**src/rtl/prng_range_sampler.sv**
```systemverilog
// Turns raw PRNG words into uniform values in [0, limit) by mask-and-reject,
// with a bounded number of draws and a deterministic fold-down fallback.
module prng_range_sampler #(
  parameter int MAX_TRIES = 8,
  parameter int WIDTH     = 32
) (
  input  logic             clk,
  input  logic             rst,
  input  logic             req_valid,
  output logic             req_ready,
  input  logic [WIDTH-1:0] req_limit,
  output logic             rsp_valid,
  input  logic             rsp_ready,
  output logic [WIDTH-1:0] rsp_value,
  output logic [7:0]       rsp_tries,
  output logic             rsp_fallback,
  output logic             rand_next,
  input  logic [WIDTH-1:0] rand_num,
  output logic             busy,
  output logic [2:0]       dbg_state
);

  // Handshakes: a transfer happens on a rising clk edge where valid && ready;
  // valid never depends combinationally on ready and payload is held while valid.

  typedef enum logic [2:0] {
    S_IDLE  = 3'd0,
    S_MASK  = 3'd1,
    S_FETCH = 3'd2,
    S_WAIT  = 3'd3,
    S_CHECK = 3'd4,
    S_RESP  = 3'd5
  } state_t;

  state_t           state_q, state_d;
  logic [WIDTH-1:0] limit_q, limit_d;
  logic [WIDTH-1:0] mask_q, mask_d;
  logic [7:0]       tries_q, tries_d;
  logic [WIDTH-1:0] rsp_value_q, rsp_value_d;
  logic [7:0]       rsp_tries_q, rsp_tries_d;
  logic             rsp_fallback_q, rsp_fallback_d;
  logic             rsp_valid_q, rsp_valid_d;
  logic             rand_next_q, rand_next_d;
  logic             req_ready_q, req_ready_d;
  logic             busy_q, busy_d;
  logic [WIDTH-1:0] cand;

  // Smallest 2^k-1 covering x; limit=0 wraps to all ones, limit=1 gives 0.
  function automatic logic [WIDTH-1:0] smear(input logic [WIDTH-1:0] x);
    logic [WIDTH-1:0] m;
    m = x;
    for (int s = 1; s < WIDTH; s = s * 2) begin
      m = m | (m >> s);
    end
    return m;
  endfunction

  assign cand = rand_num & mask_q;

  always_comb begin
    state_d        = state_q;
    limit_d        = limit_q;
    mask_d         = mask_q;
    tries_d        = tries_q;
    rsp_value_d    = rsp_value_q;
    rsp_tries_d    = rsp_tries_q;
    rsp_fallback_d = rsp_fallback_q;
    rsp_valid_d    = rsp_valid_q;
    rand_next_d    = 1'b0;
    case (state_q)
      S_IDLE: begin
        if (req_valid) begin
          limit_d = req_limit;
          tries_d = 8'd0;
          state_d = S_MASK;
        end
      end
      S_MASK: begin
        mask_d      = smear(limit_q - WIDTH'(1));
        rand_next_d = 1'b1;
        state_d     = S_FETCH;
      end
      S_FETCH: begin
        tries_d = tries_q + 8'd1;
        state_d = S_WAIT;
      end
      S_WAIT: begin
        state_d = S_CHECK;
      end
      S_CHECK: begin
        if (limit_q == '0 || cand < limit_q) begin
          rsp_value_d    = cand;
          rsp_fallback_d = 1'b0;
          rsp_tries_d    = tries_q;
          rsp_valid_d    = 1'b1;
          state_d        = S_RESP;
        end else if (tries_q == 8'(MAX_TRIES)) begin
          // cand < 2*limit because mask < 2*limit, so this lands in range
          rsp_value_d    = cand - limit_q;
          rsp_fallback_d = 1'b1;
          rsp_tries_d    = tries_q;
          rsp_valid_d    = 1'b1;
          state_d        = S_RESP;
        end else begin
          rand_next_d = 1'b1;
          state_d     = S_FETCH;
        end
      end
      S_RESP: begin
        if (rsp_ready) begin
          rsp_valid_d = 1'b0;
          state_d     = S_IDLE;
        end
      end
      default: begin
        state_d = S_IDLE;
      end
    endcase
    req_ready_d = (state_d == S_IDLE);
    busy_d      = (state_d != S_IDLE);
  end

  always_ff @(posedge clk) begin
    if (rst) begin
      state_q        <= S_IDLE;
      limit_q        <= '0;
      mask_q         <= '0;
      tries_q        <= 8'd0;
      rsp_value_q    <= '0;
      rsp_tries_q    <= 8'd0;
      rsp_fallback_q <= 1'b0;
      rsp_valid_q    <= 1'b0;
      rand_next_q    <= 1'b0;
      req_ready_q    <= 1'b1;
      busy_q         <= 1'b0;
    end else begin
      state_q        <= state_d;
      limit_q        <= limit_d;
      mask_q         <= mask_d;
      tries_q        <= tries_d;
      rsp_value_q    <= rsp_value_d;
      rsp_tries_q    <= rsp_tries_d;
      rsp_fallback_q <= rsp_fallback_d;
      rsp_valid_q    <= rsp_valid_d;
      rand_next_q    <= rand_next_d;
      req_ready_q    <= req_ready_d;
      busy_q         <= busy_d;
    end
  end

  assign req_ready    = req_ready_q;
  assign rsp_valid    = rsp_valid_q;
  assign rsp_value    = rsp_value_q;
  assign rsp_tries    = rsp_tries_q;
  assign rsp_fallback = rsp_fallback_q;
  assign rand_next    = rand_next_q;
  assign busy         = busy_q;
  assign dbg_state    = state_q;

endmodule

```
**config.mk**
```make
export PLATFORM = sky130hd
export DESIGN_NAME = prng_range_sampler
export DESIGN_NICKNAME = d
export VERILOG_FILES = /design/src/rtl/prng_range_sampler.sv
export SDC_FILE = /design/constraint.sdc
export NUM_CORES = 1
export LEC_CHECK = 0
export ABC_CLOCK_PERIOD_IN_PS = 8600
export CORE_MARGIN = 2
export CORE_UTILIZATION = 46
export CTS_CLUSTER_DIAMETER = 50
export DETAILED_ROUTE_END_ITERATION = 16
export GPL_TIMING_DRIVEN = 0
export PLACE_DENSITY = 0.67
export SLEW_MARGIN = 10
export SYNTH_ARGS = -nofsm -noshare
export SYNTH_HDL_FRONTEND = slang
export SYNTH_SLANG_ARGS = --single-unit
export TNS_END_PERCENT = 5
```
**constraint.sdc**
```tcl
create_clock -name clk -period 8.6 [get_ports clk]
set_input_delay 1.72 -clock clk [delete_from_list [all_inputs] [get_ports clk]]
set_output_delay 1.72 -clock clk [all_outputs]
set_load 0.02 [all_outputs]
```
After elaboration in Yosys (flattened, before gate mapping)
Cells that the tools add are included.
- memory bits (read-only): 0
- output and inout bits: 48
- bits in latches: 0
- register bits: 120
- memories: 0
- RAM bits: 0
- logic and storage cells: 61
- div/mod/pow operators: 0
- reduce and logical (&&, ||, !) cells: 12
- shift-type cells: 0
- multipliers: 0
- order comparisons: 1
- mux-type cells: 19
- bitwise gates (word level): 6
- add/subtract/negate cells: 3
- equal/unequal tests: 9
- operators with widths (operator ; number):
    32-bit two-way mux ; 2
    32-bit bitwise AND ; 1
    32-bit zero test ; 1
    32-bit < comparator ; 1
    32-bit by 16-bit bitwise OR with 32-bit output ; 1
    32-bit by 24-bit bitwise OR with 32-bit output ; 1
    32-bit by 28-bit bitwise OR with 32-bit output ; 1
    32-bit by 30-bit bitwise OR with 32-bit output ; 1
    32-bit by 31-bit bitwise OR with 32-bit output ; 1
    32-bit by 1-bit subtractor with 32-bit output (second input constant) ; 1
    32-bit subtractor ; 1
    8-bit two-way mux ; 3
    3-bit one-hot mux with 6 select lines ; 1
    8-bit one-hot mux with 2 select lines ; 1
    3-bit two-way mux ; 4
    8-bit by 1-bit adder with 8-bit output (second input constant) ; 1
    8-bit by 4-bit == test with 1-bit output (second input constant) ; 1
    3-bit by 2-bit == test with 1-bit output (second input constant) ; 2
    3-bit == test (second input constant) ; 2
    3-bit zero test ; 2
    1-bit two-way mux ; 6
    2-bit AND reduction ; 3
    2-bit nonzero test ; 3
    2-bit != test (second input constant) ; 2
    other kinds (6) ; 7

Depth between registers and ports, before layout
- depth after elaboration: 6
- gate-level depth with buffers: 16

Least setup slack after synthesis
Ideal clock, no wire load.
- kind: in2reg
- start: input port rand_num[0]
- end: register rsp_value_q[21], in the netlist rsp_value[21]
- cell stages on the path: 14
- setup slack: 4015 ps
- setup time: 138 ps
- arrival: 4447 ps
- cells stage by stage: nand2_1 ha_1 fa_1 nor2b_1 o21ai_0 a21oi_1 a21oi_1 o21ai_0 and4b_1 nor2_1 o21ai_1 buf_2 mux2i_1 a211oi_1
- cells in the longest elaborated chain, start to end: 5
- elaborated cells between the ends (all ways): 8
- ends and longest elaborated chain (item ; line ; text):
    from (decl) ; 18 ; input logic [WIDTH-1:0] rand_num,
    32-bit bitwise AND * ; 58 ; assign cand = rand_num & mask_q;
    32-bit < comparator ; 91 ; if (limit_q == '0 || cand < limit_q) begin
    1-bit logical OR ; 91 ;
    2-bit nonzero test (no source line) ; - ;
    2-bit AND reduction (no source line) ; - ;
    to (signal assigned) ; 141 ; rsp_value_q <= rsp_value_d;
    to (decl) ; 39 ; logic [WIDTH-1:0] rsp_value_q, rsp_value_d;
Every way passes the cells marked *; elsewhere a longest branch is shown, timed or not. The select of a mux whose other input is x is not followed.
A chain may end at the register's enable or synchronous reset.

Final worst setup path
- start: input port rand_num[0]
- end: register rsp_value_q[15], in the netlist rsp_value[15]
Same word-level chain as after synthesis.

==> metrics.txt <==
# TYPE chip_impl_metric gauge
chip_impl_metric{name="detailroute.via_count",unit=""} 7457
chip_impl_metric{name="max_freq",unit="GHz"} 0.1757
chip_impl_metric{name="asyncSetResetFlopFracSynth",unit="%"} 0
chip_impl_metric{name="num-fill-cells",unit=""} 1561
chip_impl_metric{name="number_of_unique_standard_cell_types_used_by_synthesis",unit=""} 75
chip_impl_metric{name="floorplan.initialDensity",unit="%"} 46.70
chip_impl_metric{name="grt_pass1_wl",unit="um"} 34910
chip_impl_metric{name="n_antenna_cell",unit=""} 0
chip_impl_metric{name="totalNegativeSetupSlack",unit="ns"} 0
chip_impl_metric{name="finalWirelength",unit="um"} 22130
chip_impl_info{name="endpoint_kind",value="flop"} 1
chip_impl_metric{name="yosys.area_share.simple",unit="%"} 25.55
chip_impl_metric{name="report.final.hold_viol_count",unit=""} 0
chip_impl_info{name="grt_setup_unrepaired",value="no"} 1
chip_impl_metric{name="multi_input_comb_area",unit="mm2"} 0.004871
chip_impl_metric{name="drt-pass1-iter-count",unit=""} 5
chip_impl_metric{name="cts_max_path_buffers",unit=""} 2
chip_impl_metric{name="grt_max_degree",unit=""} 17
chip_impl_metric{name="first_iter_violations",unit=""} 597
chip_impl_metric{name="design.portCount",unit=""} 116
chip_impl_metric{name="gpl.final_weighted_congestion",unit=""} 0.9316
chip_impl_metric{name="gr-total-overflow",unit=""} 0
chip_impl_metric{name="total_of_hold_buffers_inserted_after_clock_tree_synthesis",unit=""} 0
chip_impl_metric{name="final_net_count",unit=""} 1232
chip_impl_info{name="synth_top_family_by_area",value="simple AND/OR/NAND/NOR gates"} 1
chip_impl_metric{name="synth.yosys.seq_area_share",unit="%"} 31.24
chip_impl_metric{name="total_die_area",unit="mm2"} 0.01777
chip_impl_metric{name="post_synth_fa_ha_maj_area_fraction",unit="%"} 6.118
chip_impl_metric{name="timing.critical_path.fanout_max",unit=""} 10
chip_impl_metric{name="placeableCoreArea",unit="mm2"} 0.01647
chip_impl_metric{name="timing.max_slew.rel_slack",unit="%"} 28.75
chip_impl_metric{name="final-seq-area",unit="mm2"} 0.002402
chip_impl_metric{name="cp.required",unit="ns"} 8.86
chip_impl_metric{name="netlist_instances",unit=""} 993
chip_impl_metric{name="clk_transition_reported_paths",unit="ns"} 0.06
chip_impl_metric{name="antenna_found_initial",unit=""} 0
chip_impl_metric{name="cts-htree-levels",unit=""} 4
chip_impl_metric{name="clock_insertion_delay_at_the_later_pin_of_the_skew_report",unit="ns"} 0.42
chip_impl_metric{name="reg2reg_depth",unit=""} 14
chip_impl_info{name="worstHoldPathType",value="reg2reg"} 1
chip_impl_metric{name="skew",unit="ns"} 0.008767
chip_impl_metric{name="dp_hpwl",unit="um"} 17600
chip_impl_metric{name="die_height",unit="um"} 133.3
chip_impl_metric{name="synth-edff-count",unit=""} 0
chip_impl_metric{name="pwr_density_cell",unit="mW/mm2"} 243.9
chip_impl_metric{name="wl_per_cell",unit="um"} 16.27
chip_impl_metric{name="synth_top_area_share",unit="%"} 31.24
chip_impl_metric{name="total_nets_after_synthesis",unit=""} 1098
chip_impl_metric{name="synth-seq-cells",unit=""} 120
chip_impl_info{name="cts_tree",value="built"} 1
chip_impl_metric{name="synth.area.mux_share",unit="%"} 5.125
chip_impl_metric{name="yosysWarnings",unit=""} 0
chip_impl_info{name="start_kind",value="input pin"} 1
chip_impl_metric{name="part_of_the_total_power_dissipated_in_the_clock_network",unit="%"} 29.7
chip_impl_metric{name="synth_compound_area_share",unit="%"} 21.43
chip_impl_metric{name="mappedNetlistArea",unit="mm2"} 0.007690
chip_impl_metric{name="layout-drive-gt1-share",unit="%"} 5.526
chip_impl_metric{name="number_of_nets_with_antenna_violations_after_routing",unit=""} 0
chip_impl_metric{name="die-width",unit="um"} 133.3
chip_impl_metric{name="slew_violations",unit=""} 0
chip_impl_info{name="clock_tree.root_cell",value="sky130_fd_sc_hd__clkbuf_16"} 1
chip_impl_metric{name="p_leak",unit="nW"} 3.679
chip_impl_metric{name="gr-usage-all-layers",unit="%"} 25.05
chip_impl_metric{name="final_period_minus_worst_setup_slack",unit="ns"} 5.691
chip_impl_metric{name="power_frac_seq",unit="%"} 27.3
chip_impl_metric{name="layout_worst_path_cycle_share",unit="%"} 66.17
chip_impl_metric{name="power.share.switching",unit="%"} 38.30
chip_impl_metric{name="route.detailed.drc",unit=""} 0
chip_impl_metric{name="ir_drop",unit="mV"} 0.1555
chip_impl_metric{name="io_buffer_count",unit=""} 115
chip_impl_metric{name="post-cts-setup-buffer-count",unit=""} 0
chip_impl_info{name="outcome",value="completed"} 1
chip_impl_metric{name="clock_sink_count",unit=""} 120
chip_impl_metric{name="combinational_group_share_of_total_power",unit="%"} 43.0
chip_impl_metric{name="area.growth.synth_to_final",unit="%"} 26.08
chip_impl_metric{name="cts_buffers",unit=""} 17
chip_impl_metric{name="setup_violations",unit=""} 0
chip_impl_metric{name="hold_slack",unit="ns"} 0.4632
chip_impl_metric{name="timing.hold.worst_path_depth",unit=""} 2
chip_impl_info{name="ys_top_cells_by_area",value="sky130_fd_sc_hd__dfxtp_1 31%, sky130_fd_sc_hd__ha_1 5.9%, sky130_fd_sc_hd__nor2_1 5.7%, sky130_fd_sc_hd__nand2_1 5.5%, sky130_fd_sc_hd__a21oi_1 5.4%"} 1
chip_impl_metric{name="postSynthAreaPerCell",unit="um2"} 7.744
chip_impl_metric{name="synth_xor_xnor_area_share",unit="%"} 5.125
chip_impl_metric{name="totalPowerFinal",unit="mW"} 2.365
chip_impl_metric{name="power_switching",unit="mW"} 0.9059
chip_impl_metric{name="final_core_utilization",unit="%"} 58.88
chip_impl_metric{name="critPathArrivalTime",unit="ns"} 5.95
chip_impl_info{name="synth_top_cell_by_area",value="sky130_fd_sc_hd__dfxtp_1"} 1
chip_impl_metric{name="cap_violations",unit=""} 0
chip_impl_metric{name="p_int",unit="mW"} 1.459
chip_impl_metric{name="floorplan.rows",unit=""} 47
chip_impl_metric{name="tightest_slew",unit="ns"} 1.061
chip_impl_metric{name="grt_pass1_vias",unit=""} 6628
chip_impl_info{name="synth_flop_type",value="sky130_fd_sc_hd__dfxtp_1"} 1
chip_impl_metric{name="cts_repair_resizes",unit=""} 0
chip_impl_metric{name="detail_route.vias_per_cell",unit=""} 5.483
chip_impl_info{name="critPathKind",value="in2reg"} 1
-- registers in the layout, indices dropped and copies added (netlist names), 3 cells and up --
name and count:
dbg_state 3, limit_q 32, mask_q 32, rsp_tries 8, rsp_value 32, tries_q 8
-- worst max-delay path, stage by stage --
cell and delay (ns):
sky130_fd_sc_hd__clkdlybuf4s50_1 0.46, sky130_fd_sc_hd__nand2_1 0.07, sky130_fd_sc_hd__ha_1 0.20, sky130_fd_sc_hd__fa_1 0.42
sky130_fd_sc_hd__nor2b_1 0.17, sky130_fd_sc_hd__o21ai_0 0.14, sky130_fd_sc_hd__a21oi_1 0.20, sky130_fd_sc_hd__a21oi_1 0.15
sky130_fd_sc_hd__o21ai_0 0.37, sky130_fd_sc_hd__and4b_1 0.31, sky130_fd_sc_hd__nor2_1 0.08, sky130_fd_sc_hd__o21ai_1 0.74
sky130_fd_sc_hd__buf_2 0.46, sky130_fd_sc_hd__mux2i_1 0.34, sky130_fd_sc_hd__a211oi_1 0.11
-- worst paths after layout --
check | startpoint | endpoint | slack [ns]
worst max-delay path | rand_num[0] | rsp_value[15] | 2.91
worst max register to register | limit_q[4] | rsp_value[15] | 4.17
worst min-delay path | limit_q[17] | limit_q[17] | 0.46
worst min register to register | limit_q[17] | limit_q[17] | 0.46
-- cells by family after synthesis --
group | Yosys count
AND/OR/NAND/NOR | 395
AO/OA/AOI/OAI | 252
flip-flops | 120
buffers and inverters | 105
XOR/XNOR | 45
multiplexers | 39
adder cells (fa/ha/maj) | 37
-- routing by layer --
metal,vias up,global-route usage [%],part of all wire (%)
li1,3813,-,-
met1,3379,36.15,48
met2,234,37.71,43
met3,31,4.528,6.7
met4,0,8.333,2.2
met5,-,0,0
-- cell usage after synthesis, drive strengths merged, types with 4 or more instances --
library cell / instances
and2: 37
nor4: 7
a31oi: 11
and3: 10
nand3: 26
nand2: 112
clkbuf: 44
o211ai: 6
xor2: 12
xnor2: 33
or4: 4
mux2i: 36
dfxtp: 120
a21oi: 83
buf: 14
a211oi: 52
nor2: 117
nor3: 32
o21ai: 30
nor2b: 10
nand2b: 6
a21o: 17
ha: 36
nand4: 15
o21bai: 8
inv: 47
o21a: 6
a311oi: 7
-- cell usage in the layout (no fill, tap or decap), types with 9 or more instances in the layout --
master	n
sky130_fd_sc_hd__nor2b_1	10
sky130_fd_sc_hd__xor2_1	12
sky130_fd_sc_hd__ha_1	36
sky130_fd_sc_hd__and3_1	9
sky130_fd_sc_hd__nor2_1	116
sky130_fd_sc_hd__o21ai_0	29
sky130_fd_sc_hd__a211oi_1	52
sky130_fd_sc_hd__dfxtp_1	120
sky130_fd_sc_hd__and2_1	36
sky130_fd_sc_hd__clkbuf_1	45
sky130_fd_sc_hd__nor3_1	30
sky130_fd_sc_hd__nand4_1	13
sky130_fd_sc_hd__mux2i_1	36
sky130_fd_sc_hd__nand2_1	112
sky130_fd_sc_hd__a21o_1	17
sky130_fd_sc_hd__buf_2	9
sky130_fd_sc_hd__xnor2_1	33
sky130_fd_sc_hd__a21oi_1	83
sky130_fd_sc_hd__a31oi_1	11
sky130_fd_sc_hd__clkbuf_16	17
sky130_fd_sc_hd__nand3_1	25
sky130_fd_sc_hd__clkdlybuf4s50_1	115
sky130_fd_sc_hd__inv_1	47
-- power by group through the flow --
stage                     Sequential [mW]  Combinational [mW]  Clock, mW
after global placement              0.656               0.996          0
after CTS                           0.646                1.01      0.711
final                               0.647                1.02      0.701
after detailed placement            0.658                1.00          0
after floorplan                     0.658               0.753          0
after global routing                0.654                1.12      0.735
-- layout make-up --
| cell class | instances | area share, % |
|---|---|---|
| clock buffers | 18 | 4.426 |
| flip-flops and latches | 120 | 24.78 |
| well taps | 220 | 2.839 |
| multi-input cells | 768 | 50.24 |
| plain buffers | 58 | 2.478 |
| clock inverters | 14 | 1.549 |
| inverters | 47 | 1.820 |
| repair buffers | 115 | 11.87 |
-- stage by stage --
stage | instance area [um2] | instances | setup WS (ns)
6_report | 9696 | 1360 | 2.909
3_3_place_gp | 9116 | 1328 | 2.505
4_1_cts | 9696 | 1360 | 2.905
5_1_grt | 9696 | 1360 | 2.678
3_5_place_dp | 9116 | 1328 | 2.467
2_1_floorplan | 7690 | 993 | 4.015
No activity file was read; power rests on OpenSTA's default activity.
